File: src/rtl/mips_pkg.sv
// mips_pkg: arbitration mode constants and small index helpers shared by arbiters.
package mips_pkg;
  localparam int ARB_FIXED = 0;
  localparam int ARB_RR    = 1;
  function automatic int wrap_inc(int idx, int n);
    return (idx == n - 1) ? 0 : idx + 1;
  endfunction
endpackage

File: src/rtl/rr_grant.sv
// rr_grant: combinational round-robin / fixed-priority grant, one-hot plus binary index.
module rr_grant
  import mips_pkg::*;
#(
  parameter  int NUM_IN  = 4,
  parameter  int RR_MODE = ARB_RR,
  localparam int SEL_W   = $clog2(NUM_IN)
) (
  input  logic [NUM_IN-1:0] req_i,
  input  logic [SEL_W-1:0]  ptr_i,
  output logic [NUM_IN-1:0] gnt_o,
  output logic [SEL_W-1:0]  idx_o,
  output logic              any_o
);
  logic [NUM_IN-1:0] upper;
  logic [SEL_W-1:0]  up_idx;
  logic [SEL_W-1:0]  lo_idx;
  // Requests at or above ptr win first; otherwise wrap to the lowest request.
  always_comb begin
    upper  = '0;
    up_idx = '0;
    lo_idx = '0;
    for (int i = NUM_IN - 1; i >= 0; i--) begin
      upper[i] = req_i[i] & ((RR_MODE == ARB_FIXED) || (i >= int'(ptr_i)));
      if (req_i[i]) lo_idx = SEL_W'(i);
      if (upper[i]) up_idx = SEL_W'(i);
    end
  end
  assign any_o = |req_i;
  assign idx_o = |upper ? up_idx : lo_idx;
  assign gnt_o = any_o ? NUM_IN'(1) << idx_o : '0;
endmodule

File: src/rtl/rr_arb_mux.sv
// rr_arb_mux: N:1 arbitrated data selector with valid/ready handshake and one output register.
module rr_arb_mux
  import mips_pkg::*;
#(
  parameter  int WIDTH   = 32,
  parameter  int NUM_IN  = 4,
  parameter  int RR_MODE = ARB_RR,
  localparam int SEL_W   = $clog2(NUM_IN)
) (
  input  logic                    clk,
  input  logic                    rst_n,
  input  logic [NUM_IN-1:0]       in_valid,
  input  logic [NUM_IN*WIDTH-1:0] in_data,
  output logic [NUM_IN-1:0]       in_ready,
  output logic                    out_valid,
  output logic [WIDTH-1:0]        out_data,
  output logic [SEL_W-1:0]        out_sel,
  input  logic                    out_ready
);
  logic              out_valid_q, out_valid_d;
  logic [WIDTH-1:0]  out_data_q, out_data_d;
  logic [SEL_W-1:0]  out_sel_q, out_sel_d;
  logic [SEL_W-1:0]  ptr_q, ptr_d;
  logic [NUM_IN-1:0] gnt_oh;
  logic [SEL_W-1:0]  gnt_idx;
  logic              any_req;
  logic              load;
  logic              fire;

  rr_grant #(.NUM_IN(NUM_IN), .RR_MODE(RR_MODE)) u_grant (
    .req_i (in_valid),
    .ptr_i (ptr_q),
    .gnt_o (gnt_oh),
    .idx_o (gnt_idx),
    .any_o (any_req)
  );

  assign load     = ~out_valid_q | out_ready;
  assign fire     = load & any_req;
  // rst_n gates ready so no upstream beat is consumed while held in reset.
  assign in_ready = (load & rst_n) ? gnt_oh : '0;

  always_comb begin
    out_valid_d = load ? any_req : out_valid_q;
    out_data_d  = fire ? in_data[int'(gnt_idx)*WIDTH +: WIDTH] : out_data_q;
    out_sel_d   = fire ? gnt_idx : out_sel_q;
    ptr_d       = (fire && RR_MODE == ARB_RR) ? SEL_W'(wrap_inc(int'(gnt_idx), NUM_IN)) : ptr_q;
  end

  always_ff @(posedge clk or negedge rst_n) begin
    if (!rst_n) begin
      out_valid_q <= 1'b0;
      out_data_q  <= '0;
      out_sel_q   <= '0;
      ptr_q       <= '0;
    end else begin
      out_valid_q <= out_valid_d;
      out_data_q  <= out_data_d;
      out_sel_q   <= out_sel_d;
      ptr_q       <= ptr_d;
    end
  end

  assign out_valid = out_valid_q;
  assign out_data  = out_data_q;
  assign out_sel   = out_sel_q;
endmodule

File: config.mk
export PLATFORM = sky130hd
export DESIGN_NAME = rr_arb_mux
export DESIGN_NICKNAME = d
export VERILOG_FILES = /design/src/rtl/mips_pkg.sv /design/src/rtl/rr_grant.sv /design/src/rtl/rr_arb_mux.sv
export SDC_FILE = /design/constraint.sdc
export NUM_CORES = 1
export LEC_CHECK = 0
export BUFFER_PORTS_ARGS = -buffer_cell sky130_fd_sc_hd__buf_2
export CAP_MARGIN = 40
export CORE_UTILIZATION = 26
export CTS_BUF_LIST = sky130_fd_sc_hd__clkbuf_8
export DETAILED_ROUTE_END_ITERATION = 12
export SYNTH_ARGS = -nofsm -noshare
export SYNTH_HDL_FRONTEND = slang
export SYNTH_SLANG_ARGS = --single-unit
File: constraint.sdc
create_clock -name clk -period 4.6 [get_ports clk]
set_input_delay 0.23 -clock clk [delete_from_list [all_inputs] [get_ports clk]]
set_output_delay 0.23 -clock clk [all_outputs]
set_load 0.005 [all_outputs]
==> results.sh <==
export IMPL_powerDensity_mw_per_mm2=433
export IMPL_hold_start="in_valid[2]"
export IMPL_fillers=1065
export IMPL_endpoint_kind="flip-flop"
export IMPL_synthCells=277
export IMPL_reg2regPathDepth=7
export IMPL_synth_top_area_cell="dfrtp_1"
export IMPL_min_to="out_valid$_DFFE_PN0N_"
export IMPL_drive_gt1_frac=0.446
export IMPL_setup_viol=0
export IMPL_io_pins=174
export IMPL_grt_use_total=0.180
export IMPL_rows=36
export IMPL_clock_latency_ns=0.29
export IMPL_drt_wl_total_mm=9.35
export IMPL_clk_pin_slew_ns=0.08
export IMPL_grt_start_max_net_pins=28
export IMPL_required_ns=4.78
export IMPL_fin_util=0.390
export IMPL_synthToLayoutAreaGrowth_pct=45.6
export IMPL_postCtsSetupRepairBufs=0
export IMPL_period_share=0.652
export IMPL_numCtsBuffers=5
export IMPL_drt_iter0_drc=103
export IMPL_firstDrtPassIters=4
export IMPL_timing_rr_start="ptr_q[0]$_DFFE_PN0P_"
export IMPL_worst_slack_ns=1.60
export IMPL_clock_fmax_mhz=334
export IMPL_min_path_type="in -> reg"
export IMPL_tns_ns=0
export IMPL_grt_pass1_wl_mm=14.3
export IMPL_skew_ns=0.00877
export IMPL_drv_cap=0
export IMPL_worstSetupPathType="reg -> reg"
export IMPL_worst_slew_pin_slew_ns=0.865
export IMPL_dieArea_mm2=0.0104
export IMPL_die_y_um=102
export IMPL_vias=2894
export IMPL_synth_area_mm2=0.00260
export IMPL_synth_avg_cell_area_um2=9.40
export IMPL_fin_crit_ns=3.00
export IMPL_cts_buffer_depth=2
export IMPL_dp_slack_ns=1.56
export IMPL_h_tree_depth=2
export IMPL_die_w_um=102
export IMPL_reg2reg_to="out_data[20]$_DFFE_PN0P_"
export IMPL_seqCellArea_um2=926
export IMPL_synth_area_top_cells="dfrtp_1 (36%), mux2i_1 (8.5%), a211oi_1 (7.5%)"
export IMPL_synth_top_cell_area_share=0.356
export IMPL_core_area_mm2=0.00973
export IMPL_io_buffers=173
export IMPL_grt_overflow=0
export IMPL_yosysSeqAreaShare=0.356
export IMPL_yosysMostFrequentCell="dfrtp_1"
export IMPL_initial_utilization=0.268
export IMPL_fin_nets=577
export IMPL_gp_congestion=0.792
export IMPL_r2r_slack_ns=1.60
export IMPL_ant_nets=0
export IMPL_crit_arrival_ns=3.17
export IMPL_leakagePower_nw=1.87
export IMPL_grt_pass1_vias=2841
export IMPL_synth_cell_types=33
export IMPL_ys_top_cells_by_count="dfrtp_1 (37), a211oi_1 (26), mux2i_1 (22)"
export IMPL_multi_input_area_mm2=0.00155
export IMPL_root_buffer="clkbuf_8"
export IMPL_slew_headroom=0.423
export IMPL_synth_edff_count=0
export IMPL_ys_warn_count=0
export IMPL_cts_tree="yes"
export IMPL_cp_max_fo=27
export IMPL_hpwl_mm=7.10
export IMPL_vias_per_cell=5.05
export IMPL_startpoint_type="flip-flop"
export IMPL_synth_async_reset_ratio=1.00
export IMPL_ys_ff_latch=37
export IMPL_finalHoldViolCount=0
export IMPL_hold_path_depth=3
export IMPL_drc=0
export IMPL_finalMaxSlewViolations=0
export IMPL_antenna_found_initial=1
export IMPL_peakVddDrop_v=0.000172
export IMPL_clock_sinks=37
export IMPL_grt_setup_unrepaired="no"
export IMPL_wl_per_cell_um=16.3
export IMPL_outcome="complete, no violations"
export IMPL_synth_nets=416
export IMPL_ys_flop_type="dfrtp_1"
## area by class of cell
type	count	area share
clock buffers	6	0.0218
inverters	3	0.00297
diodes	1	0.000660
clock inverters	2	0.00891
well taps	133	0.0439
repair buffers	183	0.269
multi-input cells	208	0.409
flip-flops and latches	37	0.244
## placed cells by master, fill, tap and decap left out, types with 13 or more instances in the layout
| master | count |
|---|---|
| nand2_1 | 20 |
| buf_2 | 173 |
| a211oi_1 | 26 |
| and4_1 | 13 |
| nor2_1 | 15 |
| dfrtp_1 | 37 |
| nand4_1 | 19 |
| o31ai_1 | 19 |
| mux2i_1 | 22 |
## logic make-up (layout without fill, tap and decap cells)
family,Yosys count,count (layout),share of synthesized area
AO/OA/AOI/OAI,94,94,0.272
AND/OR/NAND/NOR,78,78,0.169
flip-flops,37,37,0.356
multiplexers,32,32,0.128
buffers and inverters,32,194,0.0562
adder cells (fa/ha/maj),4,4,0.0192
other,0,1,0
## where the power goes
part	internal (mW)	switching, mW
logic	0.383	0.425
clock network	0.175	0.125
registers	0.456	0.0768
## routing by layer
layer | wire [um] | GRT usage | up-vias
li1 | - | - | 1404
met1 | 4130 | 0.227 | 1381
met2 | 4580 | 0.311 | 101
met3 | 536 | 0.0424 | 8
met4 | 105 | 0.0451 | 0
met5 | 0 | 0 | -
## worst max-delay path, stage by stage (launching register included)
cell and delay [ns]:
dfrtp_1 0.41, nor2b_1 0.25, o21ba_1 0.70, nor3_4 0.10
inv_2 0.48, buf_12 0.27, mux2_1 0.34, a221o_1 0.31
## stage by stage
| stage | cell area, um^2 | power [mW] | cells | hold WS [ns] |
|---|---|---|---|---|
| finish | 3790 | 1.64 | 573 | 0.214 |
| global route | 3790 | 1.79 | 573 | 0.207 |
| CTS | 3790 | 1.67 | 572 | 0.205 |
| detailed placement | 3660 | 1.36 | 563 | 0.241 |
| global placement | 3540 | 1.30 | 557 | 0.427 |
| floorplan | 2600 | 1.02 | 277 | -0.0656 |
## flip-flops by register name, indices dropped and copies added (netlist names)
name       flops
out_data      32
out_sel        2
ptr_q          2
out_valid      1
## worst max path at each step
stage                               startpoint                  endpoint  slack [ns]  cells after the start
after floorplan           ptr_q[1]$_DFFE_PN0P_               in_ready[0]        2.76                      8
final                     ptr_q[0]$_DFFE_PN0P_  out_data[20]$_DFFE_PN0P_        1.60                      7
after detailed placement  ptr_q[0]$_DFFE_PN0P_  out_data[31]$_DFFE_PN0P_        1.56                      7
after global placement             in_valid[1]  out_data[20]$_DFFE_PN0P_        1.56                      7
after global routing      ptr_q[0]$_DFFE_PN0P_  out_data[19]$_DFFE_PN0P_        1.39                      7
after CTS                 ptr_q[0]$_DFFE_PN0P_  out_data[31]$_DFFE_PN0P_        1.56                      7
## timing repair
action,CTS,global route
hold endpoints to repair,19,0
setup endpoints to repair,0,0
hold buffers,1,0
resized for setup,0,0
(Power assumes the default switching activity.)
